===== config.mk =====
export PLATFORM = sky130hd
export DESIGN_NAME = bk_adder_io_stage
export DESIGN_NICKNAME = d
export VERILOG_FILES = /design/src/rtl/bk_pkg.sv /design/src/rtl/bk_adder_io_stage.sv
export SDC_FILE = /design/constraint.sdc
export NUM_CORES = 1
export LEC_CHECK = 0
export CORE_AREA = 2 2 83 85
export DETAILED_ROUTE_END_ITERATION = 12
export DIE_AREA = 0 0 85 87
export PLACE_DENSITY = 0.74
export SLEW_MARGIN = 10
export SYNTH_ARGS = -nofsm -noshare
export SYNTH_HDL_FRONTEND = slang
export SYNTH_SLANG_ARGS = --single-unit

===== constraint.sdc =====
create_clock -name clk -period 1.7 [get_ports clk]
set_input_delay 0.17 -clock clk [delete_from_list [all_inputs] [get_ports clk]]
set_output_delay 0.17 -clock clk [all_outputs]
set_load 0.05 [all_outputs]

===== src/rtl/bk_pkg.sv =====
// Shared definitions for the Brent-Kung adder operand/result stage.
// Latency: n/a (types, constants and a pure combinational helper).
// Backpressure: n/a.
// Contents: operand width, settle-counter width, FSM state enum and the
// operand interleave helper that builds the adder's INPUTS bus.
package bk_pkg;

  localparam int BK_WIDTH    = 12;
  // Settle counter holds SETTLE_CYCLES-1, so 4 bits covers the 1..15 range.
  localparam int BK_SETTLE_W = 4;

  typedef enum logic [1:0] {
    IDLE   = 2'd0,
    SETTLE = 2'd1,
    DONE   = 2'd2
  } bk_state_e;

  // The adder expects operand bits paired per position: even bit = a[i],
  // odd bit = b[i].
  function automatic logic [2*BK_WIDTH-1:0] bk_interleave(
    input logic [BK_WIDTH-1:0] a,
    input logic [BK_WIDTH-1:0] b
  );
    logic [2*BK_WIDTH-1:0] bus;
    bus = '0;
    for (int i = 0; i < BK_WIDTH; i++) begin
      bus[2*i]   = a[i];
      bus[2*i+1] = b[i];
    end
    return bus;
  endfunction

endpackage


===== src/rtl/bk_adder_io_stage.sv =====
// Operand feed and result capture around an external combinational Brent-Kung adder.
// Latency: accept at edge E, sum captured at edge E+SETTLE_CYCLES; one result per SETTLE_CYCLES+1 cycles.
// Backpressure: result held in DONE until out_ready; in_ready follows out_ready in DONE, low in SETTLE.
//
// Ports:
//   clk, rst              clock; asynchronous active-high reset
//   in_valid/in_ready     operand stream handshake; in_a, in_b operands
//   adder_in              interleaved operand bus to the adder (registered)
//   adder_out             adder sum, bit WIDTH is carry-out
//   out_valid/out_ready   result stream handshake; out_sum registered sum
//   busy                  high while a transaction is in flight (SETTLE or DONE)
//   txn_count             number of delivered results, wraps silently
module bk_adder_io_stage
  import bk_pkg::*;
#(
  parameter int WIDTH         = BK_WIDTH,
  parameter int SETTLE_CYCLES = 2,
  parameter int CNT_W         = 16
) (
  input  logic               clk,
  input  logic               rst,
  input  logic               in_valid,
  output logic               in_ready,
  input  logic [WIDTH-1:0]   in_a,
  input  logic [WIDTH-1:0]   in_b,
  output logic [2*WIDTH-1:0] adder_in,
  input  logic [WIDTH:0]     adder_out,
  output logic               out_valid,
  input  logic               out_ready,
  output logic [WIDTH:0]     out_sum,
  output logic               busy,
  output logic [CNT_W-1:0]   txn_count
);

  if (SETTLE_CYCLES < 1 || SETTLE_CYCLES > 15) begin : g_bad_settle
    $error("bk_adder_io_stage: SETTLE_CYCLES must be in 1..15");
  end

  localparam logic [BK_SETTLE_W-1:0] LP_CNT_INIT = BK_SETTLE_W'(SETTLE_CYCLES - 1);

  bk_state_e               r_state;
  bk_state_e               w_state_nxt;
  logic [BK_SETTLE_W-1:0]  r_cnt;
  logic [2*WIDTH-1:0]      r_adder_in;
  logic [WIDTH:0]          r_sum;
  logic [CNT_W-1:0]        r_txn;

  logic                    w_in_ready;
  logic                    w_accept;
  logic                    w_deliver;
  logic                    w_capture;
  logic [2*WIDTH-1:0]      w_il;

  // Use the shared helper at the native width; fall back to an equivalent
  // generic mapping if the stage is built at another width.
  if (WIDTH == BK_WIDTH) begin : g_il_pkg
    assign w_il = bk_interleave(in_a, in_b);
  end else begin : g_il_gen
    for (genvar gi = 0; gi < WIDTH; gi++) begin : g_bit
      assign w_il[2*gi]   = in_a[gi];
      assign w_il[2*gi+1] = in_b[gi];
    end
  end

  always_comb begin
    w_state_nxt = r_state;
    w_in_ready  = 1'b0;
    case (r_state)
      IDLE: begin
        w_in_ready = 1'b1;
        if (in_valid) w_state_nxt = SETTLE;
      end
      SETTLE: begin
        if (r_cnt == '0) w_state_nxt = DONE;
      end
      DONE: begin
        // A new pair can be taken on the same edge the result leaves.
        w_in_ready = out_ready;
        if (out_ready) w_state_nxt = in_valid ? SETTLE : IDLE;
      end
      default: w_state_nxt = IDLE;
    endcase
  end

  assign w_accept  = in_valid & w_in_ready;
  assign w_deliver = (r_state == DONE) & out_ready;
  assign w_capture = (r_state == SETTLE) & (r_cnt == '0);

  always_ff @(posedge clk or posedge rst) begin
    if (rst) begin
      r_state    <= IDLE;
      r_cnt      <= '0;
      r_adder_in <= '0;
      r_sum      <= '0;
      r_txn      <= '0;
    end else begin
      r_state <= w_state_nxt;

      // Operand register only moves on an accept, so the adder inputs stay
      // frozen through SETTLE and DONE.
      if (w_accept) begin
        r_adder_in <= w_il;
        r_cnt      <= LP_CNT_INIT;
      end else if ((r_state == SETTLE) && (r_cnt != '0)) begin
        r_cnt <= r_cnt - 1'b1;
      end

      if (w_capture) r_sum <= adder_out;

      if (w_deliver) r_txn <= r_txn + CNT_W'(1);
    end
  end

  assign in_ready  = w_in_ready;
  assign adder_in  = r_adder_in;
  assign out_valid = (r_state == DONE);
  assign out_sum   = r_sum;
  assign busy      = (r_state != IDLE);
  assign txn_count = r_txn;

endmodule

==> run_results.csv <==
group,metric,value,unit
outcome,status,"completed",
sta,fmax,603,MHz
sta,slew_viol_final,0,
floorplanning,core_area,6570,µm²
place,gp_congestion,0.718,
layout,syn2layout_area_growth,59.4,%
setup_path,timing.rr.start,"r_cnt[0]$_DFFE_PP0P_",
setup_path,critical_path_buf_inv_count,1,
setup_path,cpPeakStageDelay,0.80,ns
run,drv_cap,0,
floorplanning,start_util,37.1,%
clock_network,clock_latency,0.33,ns
setup_path,crit_family,"buffers and inverters",
setup_path,cp-end-kind,"output pin",
drt,routed_wl,5310,µm
logic_synthesis,synthCells,172,
drt,vias,1727,
drt,drtIter0Drc,44,
logic_synthesis,synth_seq_cells,59,
global_route,grt_use_total,14.6,%
global_route,antenna_found_initial,0,
setup_path,start_kind,"flip-flop",
logic_synthesis,yosysMostFrequentCell,"dfrtp_1",
sta,fin_crit_sh,97.6,%
logic_synthesis,ys_top_cells_by_area,"dfrtp_1 (61%), mux2_2 (13%), mux2_4 (5.5%), xnor2_1 (4.7%), xor2_1 (1.8%)",
place,hpwl,3850,µm
setup_path,cp_slowest_cell,"clkdlybuf4s50_1",
floorplanning,top_level_ports,97,
floorplanning,die_w,85,µm
global_route,grt_max_degree,25,
clock_network,numCtsBuffers,9,
drt,antenna_left,0,
logic_synthesis,yosysWarnings,0,
sta,hold_viol_final,0,
worst_hold_path,min_path_type,"in -> async",
sta,worst_pin_slew,0.541,ns
sta,clock_skew,0.0105,ns
setup_path,rr_worst_depth,5,
drt,dr.pass1.iters,4,
setup_path,critical_path_class,"reg -> out",
global_route,first_global_vias,1753,
layout,drive_gt1_share,33.4,%
place,io_buffers,96,
power_and_ir_drop,p_leak,1.88,nW
global_route,grt.overflow.total,0,
power_and_ir_drop,irDropWorstVdd,1.09,mV
drt,vias_per_cell,4.67,
layout,final_util,59.2,%
setup_path,regToRegEndpoint,"out_sum[1]$_DFFE_PP0P_",
floorplanning,rows,30,
sta,rsz0062_at_grt,"yes",
power_and_ir_drop,finalPower,8.21,mW
global_route,grt_pass1_wl,8380,µm
logic_synthesis,synthArstFlopShare,100,%
logic_synthesis,synth_common_cells,"dfrtp_1 (59), mux2_2 (29), xnor2_1 (13)",
logic_synthesis,syn_nets,216,
setup_path,worstSetupPathDepth,1,
clock_network,clk_pin_slew,0.07,ns
drt,route.detailed.drc,0,
logic_synthesis,synth_flop_cell,"dfrtp_1",
sta,finalSetupViolations,0,
setup_path,cp.required,1.53,ns
logic_synthesis,ys_types,26,
power_and_ir_drop,power_density,2110,nW/µm²
clock_network,cts_hold_buf,0,
clock_network,cts-root-to-sink-buffers,2,
clock_network,cts_sinks,59,
logic_synthesis,synth.yosys.seq_area_share,60.5,%
setup_path,arrival,1.49,ns
clock_network,cts_root_buf,"clkbuf_8",
logic_synthesis,syn_area_per_cell,14.2,µm²
setup_path,reg2reg_slack,0.05,ns
sta,tns,0,ns
floorplanning,die-area,7400,µm²
setup_path,cp_max_fo,2,
logic_synthesis,synth.cell_area,2440,µm²
logic_synthesis,synthDominantCellAreaShare,60.5,%
layout,num_antenna_cells,0,
layout,finalNetCount,329,
floorplanning,die_h,87,µm
drt,post_drt_wl_per_cell,14.4,µm
setup_path,crit_chain,"clkdlybuf4s50_1",
logic_synthesis,synth_edf_count,0,
clock_network,cts_tree,"yes",
sta,fin_crit,1.66,ns
clock_network,h-tree-depth,3,
logic_synthesis,yosysTopAreaCell,"dfrtp_1",
sta,relSlewSlack,63.8,%
layout by cell type (no fill, tap or decap), drive strengths merged, types with 5 or more instances in the layout:
cell type and count:
dlymetal6s2s 15, mux2 38, inv 5, nand2 7, buf 31, clkbuf 12
dfrtp 59, xor2 5, clkdlybuf4s50 62, nand3 7, xnor2 13
area by class of cell:
type | count | area, µm²
clock inverters | 4 | 72.6
repair buffers | 108 | 1120
multi-input cells | 102 | 945
inverters | 5 | 18.8
fillers | 527 | 2680
well taps | 80 | 100
flip-flops and latches | 59 | 1480
clock buffers | 12 | 155
metal layers:
| layer | GRT usage [%] | share of wire, % | vias up | routed length, µm |
|---|---|---|---|---|
| met5 | 0 | 0 | - | 0 |
| met2 | 22.7 | 51 | 49 | 2690 |
| met4 | 6.93 | 1.1 | 0 | 56 |
| li1 | - | - | 821 | - |
| met3 | 4.83 | 6.2 | 6 | 331 |
| met1 | 18.3 | 42 | 851 | 2240 |
state kept, by name (all words and copies together) (netlist names):
register and count:
txn_count 16, adder_in 24, out_sum 13, r_cnt 4, r_state 2
cells by family after synthesis:
logic type	after synthesis	synth area share (%)
adders and majority gates	3	1.54
muxes	38	18.9
AOI/OAI and AO/OA	4	1.18
xor gates and xnor gates	18	6.46
buffers and inverters	12	2.46
and+or+nand+nor	38	8.88
DFF	59	60.5
where the power goes:
group          internal (mW)  switching (mW)
Clock                  0.903           0.524
Sequential              1.96           0.334
Combinational           1.84            2.65
worst max-delay path by stage:
stage                                          end                      from  slack, ns
final                                 adder_in[18]  adder_in[18]$_DFFE_PP0P_       0.04
after global routing        out_sum[1]$_DFFE_PP0P_      r_cnt[0]$_DFFE_PP0P_     -0.009
after CTS                               out_sum[0]    out_sum[0]$_DFFE_PP0P_      0.007
after detailed placement  adder_in[14]$_DFFE_PP0P_                 out_ready      0.009
after global placement    adder_in[15]$_DFFE_PP0P_                 out_ready       0.02
after floorplan           txn_count[4]$_DFFE_PP0P_                       rst      -0.06
repair_timing:
action | in CTS | in global routing
setup endpoints to repair | 0 | 28
resized for setup | 0 | 20
setup buffers | 0 | 2
metrics by stage:
stage                     worst slack (ns)  instance area, µm²  hold WS, ns  instances
after floorplan                    -0.0640                2470        0.319        172
after global placement              0.0238                3580        0.465        351
after detailed placement           0.00880                3580        0.471        351
after CTS                          0.00719                3800        0.155        367
after global routing              -0.00891                3890        0.182        370
final                               0.0416                3890        0.149        370
(Power assumes the default switching activity.)
